[src/rtl/instr_reg.sv]
// Instruction register and operand-field extractor for the esc64 datapath.
// Optional fetch timeout is enabled by defining INSTR_REG_TIMEOUT_EN.
module instr_reg #(
  parameter int unsigned TIMEOUT_CYCLES = 15
) (
  input  logic        clk,
  input  logic        reset_n,
  input  logic [15:0] data,
  input  logic        ir_load,
  input  logic        mem_ack,
  input  logic        flush,
  output logic        mem_req,
  output logic        ir_valid,
  output logic [6:0]  opcode,
  output logic [2:0]  op0,
  output logic [2:0]  op1,
  output logic [2:0]  op2,
  output logic [15:0] imm,
  output logic        fetch_err
);

  typedef enum logic [1:0] {IDLE, WAIT_INSTR, WAIT_IMM} state_t;

  state_t      state;
  logic [15:0] ir;
  logic        timeout;

  assign opcode = ir[15:9];
  assign op0    = ir[8:6];
  assign op1    = ir[5:3];
  assign op2    = ir[2:0];

`ifdef INSTR_REG_TIMEOUT_EN
  localparam logic [7:0] WAIT_LIMIT = 8'(TIMEOUT_CYCLES - 1);

  logic [7:0] wait_cnt;

  // Fires on the wait cycle whose increment would reach TIMEOUT_CYCLES.
  assign timeout = (state != IDLE) && !mem_ack && (wait_cnt == WAIT_LIMIT);

  always_ff @(posedge clk or negedge reset_n) begin
    if (!reset_n) begin
      wait_cnt  <= '0;
      fetch_err <= 1'b0;
    end else if (flush) begin
      wait_cnt  <= '0;
      fetch_err <= 1'b0;
    end else if (state == IDLE) begin
      wait_cnt <= '0;
      if (ir_load) fetch_err <= 1'b0;
    end else if (mem_ack) begin
      wait_cnt <= '0;
    end else if (timeout) begin
      wait_cnt  <= '0;
      fetch_err <= 1'b1;
    end else begin
      wait_cnt <= wait_cnt + 8'd1;
    end
  end
`else
  assign timeout   = 1'b0;
  // Always 0 across the legal parameter range.
  assign fetch_err = (TIMEOUT_CYCLES == 0);
`endif

  always_ff @(posedge clk or negedge reset_n) begin
    if (!reset_n) begin
      state    <= IDLE;
      ir       <= '0;
      imm      <= '0;
      ir_valid <= 1'b0;
      mem_req  <= 1'b0;
    end else if (flush) begin
      state    <= IDLE;
      ir_valid <= 1'b0;
      mem_req  <= 1'b0;
    end else begin
      case (state)
        IDLE: begin
          if (ir_load) begin
            state    <= WAIT_INSTR;
            ir_valid <= 1'b0;
            mem_req  <= 1'b1;
          end
        end
        WAIT_INSTR: begin
          if (mem_ack) begin
            ir <= data;
            if (data[15]) begin
              state <= WAIT_IMM;
            end else begin
              imm      <= '0;
              ir_valid <= 1'b1;
              mem_req  <= 1'b0;
              state    <= IDLE;
            end
          end else if (timeout) begin
            state   <= IDLE;
            mem_req <= 1'b0;
          end
        end
        WAIT_IMM: begin
          if (mem_ack) begin
            imm      <= data;
            ir_valid <= 1'b1;
            mem_req  <= 1'b0;
            state    <= IDLE;
          end else if (timeout) begin
            state   <= IDLE;
            mem_req <= 1'b0;
          end
        end
        default: begin
          state   <= IDLE;
          mem_req <= 1'b0;
        end
      endcase
    end
  end

endmodule
[config.mk]
export PLATFORM = sky130hd
export DESIGN_NAME = instr_reg
export DESIGN_NICKNAME = d
export VERILOG_FILES = /design/src/rtl/instr_reg.sv
export SDC_FILE = /design/constraint.sdc
export NUM_CORES = 1
export LEC_CHECK = 0
export BUFFER_PORTS_ARGS = -buffer_cell sky130_fd_sc_hd__buf_2
export CAP_MARGIN = 20
export CORE_UTILIZATION = 28
export CTS_BUF_LIST = sky130_fd_sc_hd__clkbuf_8
export CTS_CLUSTER_DIAMETER = 150
export DETAILED_ROUTE_END_ITERATION = 10
export GPL_TIMING_DRIVEN = 0
export PLACE_DENSITY = 0.52
export RECOVER_POWER = 25
export SYNTH_ARGS = -nofsm -noshare
export SYNTH_HDL_FRONTEND = slang
export SYNTH_SLANG_ARGS = --single-unit
[constraint.sdc]
create_clock -name clk -period 3.6 [get_ports clk]
set_input_delay 0.18 -clock clk [delete_from_list [all_inputs] [get_ports clk]]
set_output_delay 0.18 -clock clk [all_outputs]
set_load 0.05 [all_outputs]
After elaboration in Yosys (flattened, before gate mapping)
Cells that the tools add are included.

storage, ports and cells
  bits in registers = 36
  bits of input ports = 21
  output and inout bits = 35
  word-level logic and storage cells = 45

cells by class
  equality and inequality tests = 9
  mux-type cells = 22
  bitwise logic cells = 1
  reduce and logical (&&, ||, !) cells = 8

operator list
  cell                                                              number
  16-bit 2-to-1 mux                                                 3
  16-bit one-hot mux with 2 select lines                            1
  3-bit inequality test (second input constant)                     4
  1-bit 2-to-1 mux                                                  10
  2-bit 2-to-1 mux                                                  5
  5-bit AND reduction                                               2
  2-bit inequality test (second input constant)                     3
  1-bit one-hot mux with 3 select lines                             2
  2-bit one-hot mux with 3 select lines                             1
  3-bit AND reduction                                               2
  4-bit AND reduction                                               1
  4-bit nonzero test                                                1
  2-bit by 1-bit == test with 1-bit output (second input constant)  1
  2-bit == test (second input constant)                             1
  2-bit zero test                                                   1
  2-bit nonzero test                                                1
  1-bit inverter                                                    1

Depth between registers and ports, before layout
Gate-level depths: netlist (run 1).

  depth after elaboration = 4
  depth in mapped cells = 8
  mapped depth without buffers = 5

Least setup slack after synthesis (run 1)
Ideal clock, no wire load.

  path type = register -> register
  start = reg state[0]
  end = reg state[1]
  data arrival time = 1.552 ns
  slack = 1.970 ns
  cell stages (with the launch flop) = 7
  buffers on the path = 1
  period minus slack after synthesis = 1.630 ns
  cells stage by stage = dfrtp_1 inv_1 ha_1 buf_6 o21ba_1 or4_1 a21oi_1

between the ends
  longest elaborated chain between the ends = 3
  elaborated cells between the ends (all ways) = 9
  classes of those cells = 5 x eq/ne; 2 x mux; 2 x reduce/logical

RTL lines
  element                                                                                          line  text
  from (decl)                                                                                      24    state_t state;
  from (signal assigned)                                                                           68    state <= IDLE;
  from (signal assigned)                                                                           74    state <= IDLE;
  from (signal assigned)                                                                           81    state <= WAIT_INSTR;
  2-bit by 1-bit == test with 1-bit output (tied with other cells)                                 78    case (state)
  3-bit inequality test (no line) / 2-bit one-hot mux with 3 select lines (equally long branches)  --
  3-bit AND reduction (no line) / 2-bit 2-to-1 mux (equally long branches)                         --

Several ways; a longest one is shown, not always the timed one.
A chain may end at the register's enable or synchronous reset.

Final worst setup path (run 1)
  start = reg state[0]
  end = reg imm[6]

between the ends
  longest elaborated chain between the ends = 3
  elaborated cells between the ends (all ways) = 8
  classes of those cells = 5 x eq/ne; 1 x mux; 2 x reduce/logical

RTL lines
  element                                                                           line  text
  2-bit by 1-bit == test with 1-bit output / 2-bit == test (equally long branches)  78
  2-bit inequality test (no line) / 2-bit nonzero test (equally long branches)      --
  5-bit AND reduction (no line)                                                     --
  to (signal assigned)                                                              104   imm <= data;
  to (decl)                                                                         18    output logic [15:0] imm,

Several ways; a longest one is shown, not always the timed one.

==> flow_summary.html, run 1 <==
<table>
<tr><th>Metric</th><th>Value</th></tr>
<tr><th colspan="2">Outcome</th></tr>
<tr><td>Status</td><td>finished with violations</td></tr>
<tr><td>Failing checks</td><td>max-capacitance violations, max-slew violations</td></tr>
<tr><th colspan="2">Final layout</th></tr>
<tr><td>Filler Cell Count</td><td>561</td></tr>
<tr><td>Commonest non-fill, non-tap cell in the layout</td><td>sky130_fd_sc_hd__buf_2</td></tr>
<tr><td>Final standard cell area without fillers</td><td>2060 µm²</td></tr>
<tr><td># diodes</td><td>0</td></tr>
<tr><td>Most used cells in the layout excluding fill and tap cells</td><td>55 x sky130_fd_sc_hd__buf_2, 36 x sky130_fd_sc_hd__dfrtp_1, 21 x sky130_fd_sc_hd__inv_1, 17 x sky130_fd_sc_hd__nand2_1</td></tr>
<tr><td>Nets</td><td>219</td></tr>
<tr><td>Final instance count without filler cells</td><td>266</td></tr>
<tr><td>Area of the multi-input gates</td><td>584 µm²</td></tr>
<tr><td>Footprint of the flip-flops and latches</td><td>901 µm²</td></tr>
<tr><td>Fraction of final layout cells with drive strength greater than 1</td><td>0.423</td></tr>
<tr><td>Area added between synthesis and finish</td><td>28.3%</td></tr>
<tr><th colspan="2">Logic synthesis</th></tr>
<tr><td>Largest cells by area after synthesis</td><td>sky130_fd_sc_hd__dfrtp_1 56%, sky130_fd_sc_hd__mux2_2 11%, sky130_fd_sc_hd__mux2i_1 10%</td></tr>
<tr><td>Yosys warning count</td><td>0</td></tr>
<tr><td>Synth unique cells</td><td>26</td></tr>
<tr><td>Post-synth net total</td><td>158</td></tr>
<tr><td>Sequential cell area fraction in the yosys report</td><td>0.560</td></tr>
<tr><td>Number of storage elements in the synthesis netlist</td><td>36</td></tr>
<tr><td>Synthesized area per cell</td><td>12.1 µm²</td></tr>
<tr><td>Top-area cell type share of the netlist area</td><td>0.560</td></tr>
<tr><td>Number of instances in the synthesized netlist</td><td>133</td></tr>
<tr><td>Most area-hungry cell type in the Yosys netlist</td><td>sky130_fd_sc_hd__dfrtp_1</td></tr>
<tr><td>Post-synthesis instance area</td><td>1610 µm²</td></tr>
<tr><th colspan="2">STA</th></tr>
<tr><td>Setup skew after layout</td><td>0.00469 ns</td></tr>
<tr><td>Post-layout minimum cycle time</td><td>1.78 ns</td></tr>
<tr><td>Period utilisation layout</td><td>0.494</td></tr>
<tr><td>RSZ-0062 raised after global routing</td><td>no</td></tr>
<tr><td>Measured slew at the worst slew-check pin</td><td>1.92 ns</td></tr>
<tr><td>Max frequency</td><td>562 MHz</td></tr>
<tr><td>Final-report setup violation count</td><td>0</td></tr>
<tr><td>Hold Vio Cnt, Final</td><td>0</td></tr>
<tr><td>Final Max Slew Viols</td><td>37</td></tr>
<tr><td>Max-slew headroom at the worst pin</td><td>-0.282</td></tr>
<tr><td>Setup TNS</td><td>0 ns</td></tr>
<tr><th colspan="2">Setup path</th></tr>
<tr><td>Buffer and inverter count on the worst path</td><td>4</td></tr>
<tr><td>Cells along the critical path</td><td>inv_1, ha_1, buf_6, o21bai_4, nand4b_1, buf_2, buf_6, mux2i_1</td></tr>
<tr><td>Critical path's most frequent cell</td><td>sky130_fd_sc_hd__buf_6</td></tr>
<tr><td>Path type of the worst setup path</td><td>reg2reg</td></tr>
<tr><td>Data arrival time at the worst-slack endpoint</td><td>1.94 ns</td></tr>
<tr><td>Origin of the worst setup path</td><td>state[0]</td></tr>
<tr><td>CP Launch Type</td><td>flop</td></tr>
<tr><td>Critical R2R Capture</td><td>imm[6]</td></tr>
<tr><td>Worst reg-to-reg path cell count</td><td>8</td></tr>
<tr><td>Critical-path top delay cell</td><td>sky130_fd_sc_hd__dfrtp_1</td></tr>
<tr><td>Endpoint of the worst setup timing path</td><td>imm[6]</td></tr>
<tr><td>Levels on crit path</td><td>8</td></tr>
<tr><td>Maximum fanout encountered on the critical timing path</td><td>10</td></tr>
<tr><td>Worst Setup End Kind</td><td>flop</td></tr>
<tr><td>CP delay by family, top</td><td>buffers and inverters</td></tr>
<tr><td>Biggest cell delay along the critical path</td><td>0.40 ns</td></tr>
<tr><td>Worst Path Required</td><td>3.77 ns</td></tr>
<tr><td>R2r setup slk</td><td>1.82 ns</td></tr>
<tr><td>Beginning of the worst register-to-register path</td><td>state[0]</td></tr>
<tr><th colspan="2">Route</th></tr>
<tr><td>Via/cell ratio</td><td>4.32</td></tr>
<tr><td>Number of routed nets with antenna violations</td><td>0</td></tr>
<tr><td>Remaining routing DRC violations</td><td>0</td></tr>
<tr><td>Total length of routed wires</td><td>3.22 mm</td></tr>
<tr><td>Routed via count</td><td>1149</td></tr>
<tr><td>Number of detailed-route iterations in the first pass</td><td>4</td></tr>
<tr><td>Wire per inst</td><td>12.1 µm</td></tr>
<tr><td>Count of routing violations after the opening detailed-route iteration</td><td>45</td></tr>
<tr><th colspan="2">Pwr</th></tr>
<tr><td>Relative contribution of the clock network to total power</td><td>0.225</td></tr>
<tr><td>Max rail drop VDD</td><td>200 µV</td></tr>
<tr><td>Cell Int Power</td><td>0.797 mW</td></tr>
<tr><td>Switching power share of the total</td><td>0.415</td></tr>
<tr><td>Logic gate share of total power</td><td>0.390</td></tr>
<tr><td>Sequential fraction of design power</td><td>0.385</td></tr>
<tr><td>Power density normalized to cell area</td><td>661 nW/µm²</td></tr>
<tr><td>Net switching power</td><td>0.566 mW</td></tr>
<tr><td>Leakage power total</td><td>1.10 nW</td></tr>
<tr><th colspan="2">Clock tree</th></tr>
<tr><td>Count of hold-fix buffers inserted at cts</td><td>0</td></tr>
<tr><td>TritonCTS clock tree</td><td>built</td></tr>
<tr><td>Post-CTS resize count</td><td>0</td></tr>
<tr><td>CTS sink cnt</td><td>36</td></tr>
<tr><td>Max H-tree Level</td><td>2</td></tr>
<tr><td>Clock latency of the later-clocked register in the worst-skew pair</td><td>0.28 ns</td></tr>
<tr><td>Number of buffers created by CTS</td><td>5</td></tr>
<tr><td>Clock-pin transition on the worst setup and hold timing paths</td><td>0.07 ns</td></tr>
<tr><td>Post-CTS setup buffer count</td><td>0</td></tr>
<tr><td>Cell at the root of the clock tree</td><td>sky130_fd_sc_hd__clkbuf_8</td></tr>
<tr><td>Maximum buffer depth of the clock tree</td><td>2</td></tr>
<tr><th colspan="2">Placed design</th></tr>
<tr><td>Number of placed cells counting well taps</td><td>259</td></tr>
<tr><td>Buffers on Ports</td><td>54</td></tr>
<tr><td>Area after DPL</td><td>1970 µm²</td></tr>
<tr><td>Placer's final routability congestion estimate</td><td>0.679</td></tr>
<tr><td>DP HPWL</td><td>2.41 mm</td></tr>
<tr><th colspan="2">Floorplan</th></tr>
<tr><td>Die width</td><td>77.8 µm</td></tr>
<tr><td>Full die area</td><td>6050 µm²</td></tr>
<tr><td>Starting density of the core</td><td>0.292</td></tr>
<tr><td>Placeable core region</td><td>5510 µm²</td></tr>
<tr><td>Die boundary height</td><td>77.8 µm</td></tr>
<tr><td>Number of top-level pins</td><td>56</td></tr>
<tr><td>Core Rows</td><td>27</td></tr>
<tr><th colspan="2">Global routing</th></tr>
<tr><td>Total routing usage reported by global routing</td><td>0.115</td></tr>
<tr><td>Wire length of the first global-routing pass</td><td>5.39 mm</td></tr>
<tr><td>Vias in the first global route</td><td>1128</td></tr>
<tr><td>Number of antenna violations at the first check in global routing</td><td>0</td></tr>
<tr><td>Largest net degree at the start of global routing</td><td>37</td></tr>
<tr><td>GR Overflow Total</td><td>0</td></tr>
<tr><th colspan="2">Worst hold path</th></tr>
<tr><td>Hold crit path type</td><td>in2reg</td></tr>
<tr><th colspan="2">Flow run</th></tr>
<tr><td>Max cap viols</td><td>1</td></tr>
</table>
state kept, by name, summed over array words and instances, names as in the netlist:
signal	cells
mem_req	1
state	2
ir_valid	1
imm	16
ir	16
per-layer routing:
metal	global-route usage	wire length, µm	vias up
met3	0.0341	157	7
met5	0	0	-
met2	0.186	1570	29
met1	0.140	1430	559
met4	0.0566	64	0
li1	-	-	554
cell usage after synthesis (all sizes together):
master,number
a211oi,1
a21oi,2
a221oi,1
a311oi,1
a31oi,1
a41o,1
buf,5
clkbuf,1
conb,1
dfrtp,36
ha,4
inv,21
mux2,16
mux2i,16
nand2,17
nand3b,1
nand4b,1
nor2,1
nor2b,1
o211ai,1
o21ai,1
o21ba,1
o21bai,1
or4,1
area by class of cell:
| class | instances | share of cell area |
|---|---|---|
| inverters | 21 | 0.0382 |
| plain buffers | 6 | 0.0212 |
| flip-flops and latches | 36 | 0.437 |
| repair buffers | 54 | 0.130 |
| clock buffers | 7 | 0.0467 |
| multi-input cells | 70 | 0.283 |
| well taps | 72 | 0.0437 |
how the worst min path moves through the flow:
stage                         from  endpoint  slack, ns  cells past startpoint
after floorplan            reset_n    imm[0]      -0.12                      0
after global placement     reset_n    imm[2]       0.34                      1
after detailed placement   reset_n    imm[2]       0.33                      1
after CTS                  reset_n   imm[10]       0.02                      1
after global routing      data[14]    ir[14]       0.14                      2
final                        flush  state[1]       0.12                      2
power groups by stage:
stage	Combinational (mW)	Clock (mW)	Sequential, mW
finish	0.531	0.307	0.525
global route	0.558	0.332	0.538
CTS	0.537	0.315	0.527
detailed placement	0.537	0	0.535
global placement	0.534	0	0.530
floorplan	0.116	0	0.822
per-stage QoR:
stage                     power, mW  hold slack (ns)  setup WS [ns]  utilization
final                          1.36            0.122           1.82        0.375
after global routing           1.43            0.137           1.66        0.375
after CTS                      1.38           0.0158           1.78        0.375
after detailed placement       1.07            0.325           1.80        0.357
after global placement         1.06            0.336           1.81        0.357
after floorplan               0.937           -0.116           1.97            -
logic make-up after synthesis:
logic type      synth area share
other cells              0.00233
compound gates            0.0576
mux                        0.212
simple gates              0.0607
flops                      0.560
fa+ha+maj                 0.0311
buf+inv                   0.0763
Note: power is estimated with default switching activity, not from simulation.
==> inputs of run 2 (changes only) <==
--- a/config.mk
+++ b/config.mk
@@ -5,6 +5,7 @@
 export SDC_FILE = /design/constraint.sdc
 export NUM_CORES = 1
 export LEC_CHECK = 0
+export ABC_AREA = 1
 export BUFFER_PORTS_ARGS = -buffer_cell sky130_fd_sc_hd__buf_2
 export CAP_MARGIN = 20
 export CORE_UTILIZATION = 28
@@ -12,7 +13,7 @@
 export CTS_CLUSTER_DIAMETER = 150
 export DETAILED_ROUTE_END_ITERATION = 10
 export GPL_TIMING_DRIVEN = 0
-export PLACE_DENSITY = 0.52
+export PLACE_DENSITY = 0.53
 export RECOVER_POWER = 25
 export SYNTH_ARGS = -nofsm -noshare
 export SYNTH_HDL_FRONTEND = slang
==> constraint.sdc (replaced) <==
create_clock -name clk -period 1.5 [get_ports clk]
set_input_delay 0.075 -clock clk [delete_from_list [all_inputs] [get_ports clk]]
set_output_delay 0.075 -clock clk [all_outputs]
set_load 0.05 [all_outputs]
==> flow_summary.html, run 2 <==
<table>
<tr><th>Metric</th><th>Value</th></tr>
<tr><th colspan="2">Setup path</th></tr>
<tr><td>Buffer and inverter count on the worst path</td><td>3 (-1)</td></tr>
<tr><td>Worst Path Required</td><td>1.68 ns (-2.09 ns)</td></tr>
<tr><td>Path type of the worst setup path</td><td>reg2reg</td></tr>
<tr><td>Biggest cell delay along the critical path</td><td>0.37 ns (-0.03 ns)</td></tr>
<tr><td>Critical path's most frequent cell</td><td>sky130_fd_sc_hd__inv_2</td></tr>
<tr><td>CP delay by family, top</td><td>flip-flops</td></tr>
<tr><td>Cells along the critical path</td><td>inv_2, ha_4, nand2_2, inv_2, nand4_4, buf_8, nand2_1, o21ai_2</td></tr>
<tr><td>Beginning of the worst register-to-register path</td><td>state[1]</td></tr>
<tr><td>Worst reg-to-reg path cell count</td><td>8 (unchanged)</td></tr>
<tr><td>Endpoint of the worst setup timing path</td><td>imm[1]</td></tr>
<tr><td>Critical-path top delay cell</td><td>sky130_fd_sc_hd__dfrtp_1</td></tr>
<tr><td>Maximum fanout encountered on the critical timing path</td><td>10 (unchanged)</td></tr>
<tr><td>CP Launch Type</td><td>flop</td></tr>
<tr><td>Levels on crit path</td><td>8 (unchanged)</td></tr>
<tr><td>Origin of the worst setup path</td><td>state[1]</td></tr>
<tr><td>Worst Setup End Kind</td><td>flop</td></tr>
<tr><td>Critical R2R Capture</td><td>imm[1]</td></tr>
<tr><td>Data arrival time at the worst-slack endpoint</td><td>1.63 ns (-0.31 ns)</td></tr>
<tr><td>R2r setup slk</td><td>0.05 ns (-1.77 ns)</td></tr>
<tr><th colspan="2">Logic synthesis</th></tr>
<tr><td>Post-synthesis instance area</td><td>1660 µm² (+3.4%)</td></tr>
<tr><td>Post-synth net total</td><td>210 (+33%)</td></tr>
<tr><td>Number of storage elements in the synthesis netlist</td><td>36 (unchanged)</td></tr>
<tr><td>Commonest cells in the synthesized netlist</td><td>89 x sky130_fd_sc_hd__nand2_1, 36 x sky130_fd_sc_hd__dfrtp_1, 16 x sky130_fd_sc_hd__o21ai_2</td></tr>
<tr><td>Yosys warning count</td><td>0 (unchanged)</td></tr>
<tr><td>Post-synth EDFFs</td><td>0 (unchanged)</td></tr>
<tr><td>Leading cell type by number of instances after synthesis</td><td>sky130_fd_sc_hd__nand2_1</td></tr>
<tr><td>Most area-hungry cell type in the Yosys netlist</td><td>sky130_fd_sc_hd__dfrtp_1</td></tr>
<tr><td>Post-synthesis async set-or-reset flop share</td><td>1.00 (unchanged)</td></tr>
<tr><td>Synthesized area per cell</td><td>8.99 µm² (-26%)</td></tr>
<tr><td>Largest cells by area after synthesis</td><td>sky130_fd_sc_hd__dfrtp_1 54%, sky130_fd_sc_hd__nand2_1 20%, sky130_fd_sc_hd__o21ai_2 8.4%</td></tr>
<tr><td>Number of instances in the synthesized netlist</td><td>185 (+39%)</td></tr>
<tr><td>Top flip-flop cell by instance count after synthesis</td><td>sky130_fd_sc_hd__dfrtp_1</td></tr>
<tr><td>Top-area cell type share of the netlist area</td><td>0.542 (-0.0186)</td></tr>
<tr><td>Synth unique cells</td><td>17 (-35%)</td></tr>
<tr><td>Sequential cell area fraction in the yosys report</td><td>0.542 (-0.0186)</td></tr>
<tr><th colspan="2">Global routing</th></tr>
<tr><td>GR Overflow Total</td><td>0 (unchanged)</td></tr>
<tr><td>Total routing usage reported by global routing</td><td>0.144 (+0.0287)</td></tr>
<tr><td>Largest net degree at the start of global routing</td><td>37 (unchanged)</td></tr>
<tr><td>Vias in the first global route</td><td>1395 (+24%)</td></tr>
<tr><td>Wire length of the first global-routing pass</td><td>6.78 mm (+26%)</td></tr>
<tr><td>Number of antenna violations at the first check in global routing</td><td>0 (unchanged)</td></tr>
<tr><th colspan="2">Floorplan</th></tr>
<tr><td>Number of top-level pins</td><td>56 (unchanged)</td></tr>
<tr><td>Die width</td><td>79.1 µm (+1.7%)</td></tr>
<tr><td>Placeable core region</td><td>5610 µm² (+1.8%)</td></tr>
<tr><td>Die boundary height</td><td>79.1 µm (+1.7%)</td></tr>
<tr><td>Full die area</td><td>6250 µm² (+3.3%)</td></tr>
<tr><td>Core Rows</td><td>27 (unchanged)</td></tr>
<tr><td>Starting density of the core</td><td>0.297 (+0.00454)</td></tr>
<tr><th colspan="2">STA</th></tr>
<tr><td>Measured slew at the worst slew-check pin</td><td>0.831 ns (-1.09 ns)</td></tr>
<tr><td>Post-layout minimum cycle time</td><td>1.45 ns (-0.329 ns)</td></tr>
<tr><td>Hold Vio Cnt, Final</td><td>0 (unchanged)</td></tr>
<tr><td>Setup skew after layout</td><td>0.0114 ns (+0.00670 ns)</td></tr>
<tr><td>Max-slew headroom at the worst pin</td><td>0.446 (+0.728)</td></tr>
<tr><td>Final-report setup violation count</td><td>0 (unchanged)</td></tr>
<tr><td>Setup TNS</td><td>0 ns (unchanged)</td></tr>
<tr><td>Max frequency</td><td>690 MHz (+23%)</td></tr>
<tr><td>Setup slack after layout</td><td>0.0512 ns (-1.77 ns)</td></tr>
<tr><td>Worst hold margin</td><td>0.0126 ns (-0.110 ns)</td></tr>
<tr><td>RSZ-0062 raised after global routing</td><td>yes</td></tr>
<tr><td>Final Max Slew Viols</td><td>0 (-100%)</td></tr>
<tr><td>Period utilisation layout</td><td>0.966 (+0.472)</td></tr>
<tr><th colspan="2">Final layout</th></tr>
<tr><td>Nets</td><td>286 (+31%)</td></tr>
<tr><td>Area of the multi-input gates</td><td>702 µm² (+20%)</td></tr>
<tr><td>Footprint of the flip-flops and latches</td><td>901 µm² (unchanged)</td></tr>
<tr><td>Final standard cell area without fillers</td><td>2310 µm² (+12%)</td></tr>
<tr><td>Filler Cell Count</td><td>621 (+11%)</td></tr>
<tr><td>Area added between synthesis and finish</td><td>38.8%</td></tr>
<tr><td>Fraction of final layout cells with drive strength greater than 1</td><td>0.332 (-0.0906)</td></tr>
<tr><td>Biggest regs</td><td>imm x16, ir x16, state x2</td></tr>
<tr><td>Utilization of the core after routing</td><td>0.412 (+0.0370)</td></tr>
<tr><td>Final instance count without filler cells</td><td>334 (+26%)</td></tr>
<tr><td>Most used cells in the layout excluding fill and tap cells</td><td>85 x sky130_fd_sc_hd__nand2_1, 36 x sky130_fd_sc_hd__dfrtp_1, 34 x sky130_fd_sc_hd__buf_2, 21 x sky130_fd_sc_hd__clkbuf_1, 16 x sky130_fd_sc_hd__o21ai_2</td></tr>
<tr><td># diodes</td><td>0 (unchanged)</td></tr>
<tr><td>Commonest non-fill, non-tap cell in the layout</td><td>sky130_fd_sc_hd__nand2_1</td></tr>
<tr><th colspan="2">Placed design</th></tr>
<tr><td>Buffers on Ports</td><td>54 (unchanged)</td></tr>
<tr><td>Number of placed cells counting well taps</td><td>311 (+20%)</td></tr>
<tr><td>Pre-CTS worst setup slack</td><td>0.00763 ns (-1.79 ns)</td></tr>
<tr><td>Placer's final routability congestion estimate</td><td>0.793 (+17%)</td></tr>
<tr><td>DP HPWL</td><td>2.77 mm (+15%)</td></tr>
<tr><td>Area after DPL</td><td>2020 µm² (+2.8%)</td></tr>
<tr><th colspan="2">Pwr</th></tr>
<tr><td>Power, Total</td><td>4.30 mW (+220%)</td></tr>
<tr><td>Max rail drop VDD</td><td>1070 µV (+440%)</td></tr>
<tr><td>Leakage power total</td><td>1.16 nW (+5.9%)</td></tr>
<tr><td>Power density normalized to cell area</td><td>1860 nW/µm² (+180%)</td></tr>
<tr><th colspan="2">Route</th></tr>
<tr><td>Wire per inst</td><td>12.7 µm (+4.9%)</td></tr>
<tr><td>Number of detailed-route iterations in the first pass</td><td>4 (unchanged)</td></tr>
<tr><td>Total length of routed wires</td><td>4.25 mm (+32%)</td></tr>
<tr><td>Remaining routing DRC violations</td><td>0 (unchanged)</td></tr>
<tr><td>Routed via count</td><td>1433 (+25%)</td></tr>
<tr><td>Via/cell ratio</td><td>4.29 (-0.67%)</td></tr>
<tr><td>Count of routing violations after the opening detailed-route iteration</td><td>58 (+29%)</td></tr>
<tr><td>Number of routed nets with antenna violations</td><td>0 (unchanged)</td></tr>
<tr><th colspan="2">Outcome</th></tr>
<tr><td>Status</td><td>complete, no violations</td></tr>
<tr><th colspan="2">Clock tree</th></tr>
<tr><td>TritonCTS clock tree</td><td>built</td></tr>
<tr><td>Clock-pin transition on the worst setup and hold timing paths</td><td>0.09 ns (+0.02 ns)</td></tr>
<tr><td>Maximum buffer depth of the clock tree</td><td>2 (unchanged)</td></tr>
<tr><td>CTS sink cnt</td><td>36 (unchanged)</td></tr>
<tr><td>Clock latency of the later-clocked register in the worst-skew pair</td><td>0.30 ns (+0.02 ns)</td></tr>
<tr><td>Max H-tree Level</td><td>2 (unchanged)</td></tr>
<tr><td>Number of buffers created by CTS</td><td>5 (unchanged)</td></tr>
<tr><td>Cell at the root of the clock tree</td><td>sky130_fd_sc_hd__clkbuf_8</td></tr>
<tr><th colspan="2">Flow run</th></tr>
<tr><td>Max cap viols</td><td>0 (-1)</td></tr>
<tr><th colspan="2">Worst hold path</th></tr>
<tr><td>Hold crit path type</td><td>in2reg</td></tr>
</table>
## run 2: cell count changes after synthesis, moves of 6 or more
| cell | delta |
|---|---|
| sky130_fd_sc_hd__inv_1 | -15 |
| sky130_fd_sc_hd__mux2i_1 | -16 |
| sky130_fd_sc_hd__nand3_1 | +6 |
| sky130_fd_sc_hd__o21ai_2 | +16 |
| sky130_fd_sc_hd__nand2_1 | +72 |
| sky130_fd_sc_hd__mux2_2 | -16 |
## run 2: repair_timing
item / in CTS / in global routing
gates cloned: 0 / 1
setup endpoints to repair: 9 / 28
endpoints found under the hold margin: 47 / 0
hold buffers: 12 / 0
gates resized for setup: 2 / 16
pin swaps: 0 / 2
setup buffers: 1 / 1
## run 2: worst min-delay path by stage
stage,startpoint,to,cells past startpoint
after global routing,data[2],ir[2],3
after detailed placement,reset_n,ir[15],1
after CTS,data[14],ir[14],3
final,data[2],ir[2],3
after floorplan,reset_n,imm[0],0
after global placement,reset_n,mem_req,1
## run 2: logic make-up after synthesis
logic type | Yosys count | share of synthesized area
adders and majority gates | 4 | 0.0301
other | 1 | 0.00226
AOI/OAI and AO/OA | 21 | 0.101
DFF | 36 | 0.542
buffers and inverters | 18 | 0.0647
and+or+nand+nor | 105 | 0.260
## run 2: layout make-up
type,count,area share
multi-input combinational,131,0.304
sequential,36,0.390
clock buffer,5,0.0298
timing repair buffer,69,0.175
inverter,10,0.0173
tap,72,0.0390
buffer,8,0.0363
clock inverter,3,0.00813
## run 2: per-layer routing
layer	track usage	routed length, µm
met1	0.184	1980
met2	0.228	1950
met3	0.0425	268
met4	0.0545	48
met5	0	0
## run 2: tightest hold or removal path: stages
cell                      delay, ns
sky130_fd_sc_hd__buf_2         0.09
sky130_fd_sc_hd__nand2_1       0.05
sky130_fd_sc_hd__nand2_1       0.05
## run 2: power breakdown
group / switching, mW / total [mW] / internal (mW)
clock: 0.379 / 0.703 / 0.324
sequential: 0.163 / 1.43 / 1.27
combinational: 1.63 / 2.17 / 0.533
==> inputs of run 3 (changes only) <==
--- a/config.mk
+++ b/config.mk
@@ -8,12 +8,12 @@
 export ABC_AREA = 1
 export BUFFER_PORTS_ARGS = -buffer_cell sky130_fd_sc_hd__buf_2
 export CAP_MARGIN = 20
-export CORE_UTILIZATION = 28
+export CORE_UTILIZATION = 47
 export CTS_BUF_LIST = sky130_fd_sc_hd__clkbuf_8
 export CTS_CLUSTER_DIAMETER = 150
 export DETAILED_ROUTE_END_ITERATION = 10
 export GPL_TIMING_DRIVEN = 0
-export PLACE_DENSITY = 0.53
+export PLACE_DENSITY = 0.8
 export RECOVER_POWER = 25
 export SYNTH_ARGS = -nofsm -noshare
 export SYNTH_HDL_FRONTEND = slang
==> flow_summary.html, run 3 (synthesis gave the netlist of run 2 again) <==
<table>
<tr><th>Metric</th><th>Value</th></tr>
<tr><th colspan="2">Global routing</th></tr>
<tr><td>Total routing usage reported by global routing</td><td>0.187 (+0.0435)</td></tr>
<tr><td>Number of antenna violations at the first check in global routing</td><td>0 (unchanged)</td></tr>
<tr><td>GR Overflow Total</td><td>0 (unchanged)</td></tr>
<tr><td>Vias in the first global route</td><td>1217 (-13%)</td></tr>
<tr><td>Largest net degree at the start of global routing</td><td>37 (unchanged)</td></tr>
<tr><td>Wire length of the first global-routing pass</td><td>5.11 mm (-25%)</td></tr>
<tr><th colspan="2">Floorplan</th></tr>
<tr><td>Die boundary height</td><td>61.5 µm (-22%)</td></tr>
<tr><td>Placeable core region</td><td>3360 µm² (-40%)</td></tr>
<tr><td>Number of top-level pins</td><td>56 (unchanged)</td></tr>
<tr><td>Die width</td><td>61.5 µm (-22%)</td></tr>
<tr><td>Starting density of the core</td><td>0.494 (+0.198)</td></tr>
<tr><td>Full die area</td><td>3780 µm² (-40%)</td></tr>
<tr><td>Core Rows</td><td>21 (-22%)</td></tr>
<tr><th colspan="2">Final layout</th></tr>
<tr><td>Nets</td><td>281 (-1.7%)</td></tr>
<tr><td>Area added between synthesis and finish</td><td>35.4%</td></tr>
<tr><td>Utilization of the core after routing</td><td>0.670 (+0.258)</td></tr>
<tr><td>Biggest regs</td><td>imm x16, ir x16, state x2</td></tr>
<tr><td>Filler Cell Count</td><td>290 (-53%)</td></tr>
<tr><td>Commonest non-fill, non-tap cell in the layout</td><td>sky130_fd_sc_hd__nand2_1</td></tr>
<tr><td>Fraction of final layout cells with drive strength greater than 1</td><td>0.377 (+0.0454)</td></tr>
<tr><td>Most used cells in the layout excluding fill and tap cells</td><td>75 x sky130_fd_sc_hd__nand2_1, 36 x sky130_fd_sc_hd__dfrtp_1, 35 x sky130_fd_sc_hd__buf_2, 21 x sky130_fd_sc_hd__clkbuf_1</td></tr>
<tr><td># diodes</td><td>0 (unchanged)</td></tr>
<tr><th colspan="2">Clock tree</th></tr>
<tr><td>Number of buffers created by CTS</td><td>5 (unchanged)</td></tr>
<tr><td>Clock-pin transition on the worst setup and hold timing paths</td><td>0.07 ns (-0.02 ns)</td></tr>
<tr><td>CTS sink cnt</td><td>36 (unchanged)</td></tr>
<tr><td>TritonCTS clock tree</td><td>built</td></tr>
<tr><td>Maximum buffer depth of the clock tree</td><td>2 (unchanged)</td></tr>
<tr><td>Max H-tree Level</td><td>2 (unchanged)</td></tr>
<tr><td>Clock latency of the later-clocked register in the worst-skew pair</td><td>0.28 ns (-0.02 ns)</td></tr>
<tr><td>Cell at the root of the clock tree</td><td>sky130_fd_sc_hd__clkbuf_8</td></tr>
<tr><th colspan="2">Setup path</th></tr>
<tr><td>Worst Setup End Kind</td><td>flop</td></tr>
<tr><td>Maximum fanout encountered on the critical timing path</td><td>7 (-3)</td></tr>
<tr><td>Worst Path Required</td><td>1.68 ns (about the same)</td></tr>
<tr><td>Origin of the worst setup path</td><td>state[0]</td></tr>
<tr><td>Beginning of the worst register-to-register path</td><td>state[0]</td></tr>
<tr><td>Path type of the worst setup path</td><td>reg2reg</td></tr>
<tr><td>Data arrival time at the worst-slack endpoint</td><td>1.64 ns (about the same)</td></tr>
<tr><td>Biggest cell delay along the critical path</td><td>0.39 ns (+0.02 ns)</td></tr>
<tr><td>Critical-path top delay cell</td><td>sky130_fd_sc_hd__dfrtp_1</td></tr>
<tr><td>CP Launch Type</td><td>flop</td></tr>
<tr><td>Cells along the critical path</td><td>inv_2, ha_4, nand2_2, inv_2, nand4_4, buf_6, nand2_2, o21ai_2</td></tr>
<tr><th colspan="2">STA</th></tr>
<tr><td>Final-report setup violation count</td><td>0 (unchanged)</td></tr>
<tr><td>Final Max Slew Viols</td><td>0 (unchanged)</td></tr>
<tr><td>Period utilisation layout</td><td>0.979 (+0.0129)</td></tr>
<tr><td>Measured slew at the worst slew-check pin</td><td>0.772 ns (-0.0584 ns)</td></tr>
<tr><td>Setup skew after layout</td><td>0.00515 ns (-0.00624 ns)</td></tr>
<tr><td>Max frequency</td><td>681 MHz (-1.3%)</td></tr>
<tr><td>Hold Vio Cnt, Final</td><td>0 (unchanged)</td></tr>
<tr><td>Post-layout minimum cycle time</td><td>1.47 ns (+0.0194 ns)</td></tr>
<tr><td>Max-slew headroom at the worst pin</td><td>0.485 (+0.0390)</td></tr>
<tr><td>Setup TNS</td><td>0 ns (unchanged)</td></tr>
<tr><td>RSZ-0062 raised after global routing</td><td>yes</td></tr>
<tr><th colspan="2">Placed design</th></tr>
<tr><td>DP HPWL</td><td>2.45 mm (-12%)</td></tr>
<tr><td>Placer's final routability congestion estimate</td><td>0.838 (+5.6%)</td></tr>
<tr><td>Buffers on Ports</td><td>54 (unchanged)</td></tr>
<tr><th colspan="2">Route</th></tr>
<tr><td>Via/cell ratio</td><td>4.64 (+8.1%)</td></tr>
<tr><td>Remaining routing DRC violations</td><td>0 (unchanged)</td></tr>
<tr><td>Number of routed nets with antenna violations</td><td>0 (unchanged)</td></tr>
<tr><td>Total length of routed wires</td><td>3.64 mm (-14%)</td></tr>
<tr><td>Wire per inst</td><td>12.0 µm (-5.6%)</td></tr>
<tr><td>Number of detailed-route iterations in the first pass</td><td>4 (unchanged)</td></tr>
<tr><td>Routed via count</td><td>1405 (-2.0%)</td></tr>
<tr><td>Count of routing violations after the opening detailed-route iteration</td><td>79 (+36%)</td></tr>
<tr><th colspan="2">Pwr</th></tr>
<tr><td>Cell Int Power</td><td>2.16 mW (+1.5%)</td></tr>
<tr><td>Net switching power</td><td>2.12 mW (-2.7%)</td></tr>
<tr><td>Switching power share of the total</td><td>0.496 (-0.0106)</td></tr>
<tr><td>Power density normalized to cell area</td><td>1900 nW/µm² (+1.9%)</td></tr>
<tr><td>Logic gate share of total power</td><td>0.503 (about the same)</td></tr>
<tr><td>Relative contribution of the clock network to total power</td><td>0.161 (-0.003)</td></tr>
<tr><td>Sequential fraction of design power</td><td>0.336 (+0.004)</td></tr>
<tr><td>Max rail drop VDD</td><td>1270 µV (+18%)</td></tr>
<tr><td>Leakage power total</td><td>1.16 nW (about the same)</td></tr>
<tr><th colspan="2">Worst hold path</th></tr>
<tr><td>Hold Path Origin</td><td>data[8]</td></tr>
<tr><td>Hold crit path type</td><td>in2reg</td></tr>
<tr><th colspan="2">Outcome</th></tr>
<tr><td>Status</td><td>complete, no violations</td></tr>
<tr><th colspan="2">Flow run</th></tr>
<tr><td>Max cap viols</td><td>0 (unchanged)</td></tr>
</table>
run 3: area by class of cell:
class / instances / area, µm² / share of cell area
Multi-Input combinational cell: 131 / 719 / 0.319
Sequential cell: 36 / 901 / 0.400
Clock inverter: 2 / 11.3 / 0.00500
Clock buffer: 6 / 82.6 / 0.0367
Inverter: 10 / 37.5 / 0.0167
Buffer: 8 / 77.6 / 0.0344
Tap cell: 46 / 57.6 / 0.0256
Timing Repair Buffer: 64 / 365 / 0.162
run 3: path summary, 6_finish.rpt:
kind	to	slack, ns	cells past startpoint
max	imm[6]	0.03	8
max reg2reg	imm[6]	0.03	8
min in group asynchronous	imm[1]	0.41	2
min reg2reg	ir[9]	0.48	2
max in group asynchronous	state[0]	0.60	2
min	ir[8]	0.008	3
run 3: power groups by stage:
stage	sequential [mW]	combinational (mW)	clock, mW
floorplan	2.44	0.569	0
global placement	1.43	2.03	0
detailed placement	1.42	2.06	0
CTS	1.42	2.07	0.706
global route	1.48	2.31	0.743
finish	1.44	2.15	0.687
run 3: layer usage:
metal	wire length, µm	GRT usage	up-vias
met2	1700	0.292	46
li1	-	-	716
met1	1700	0.248	643
met5	0	0	-
met4	0	0.0413	0
met3	226	0.0735	0
run 3: worst max-delay path: cells and delay by family, from the launching register on:
kind                       cells  cell delay [ns]
adders and majority gates      1             0.27
and+or+nand+nor                3             0.30
buffers and inverters          3             0.36
DFF                            1             0.39
AOI/OAI and AO/OA              1             0.05
run 3: stage by stage:
step | area, µm² | total power [mW] | worst slack, ns | std cells | hold WS, ns
2_1_floorplan | 1660 | 3.01 | 0.140 | 185 | -0.221
3_3_place_gp | 1990 | 3.46 | 0.0592 | 285 | 0.212
3_5_place_dp | 1990 | 3.49 | 0.0483 | 285 | 0.205
4_1_cts | 2120 | 4.19 | 0.0265 | 297 | 0.000693
5_1_grt | 2250 | 4.53 | -0.0316 | 303 | 0.00883
6_report | 2250 | 4.27 | 0.0318 | 303 | 0.00760
run 3: repair_timing:
item                                    CTS  global route
endpoints found under the hold margin    39             1
resized for setup                         0            26
hold buffers                              4             1
endpoints found under the setup margin    0            25
buffers inserted                          0             3
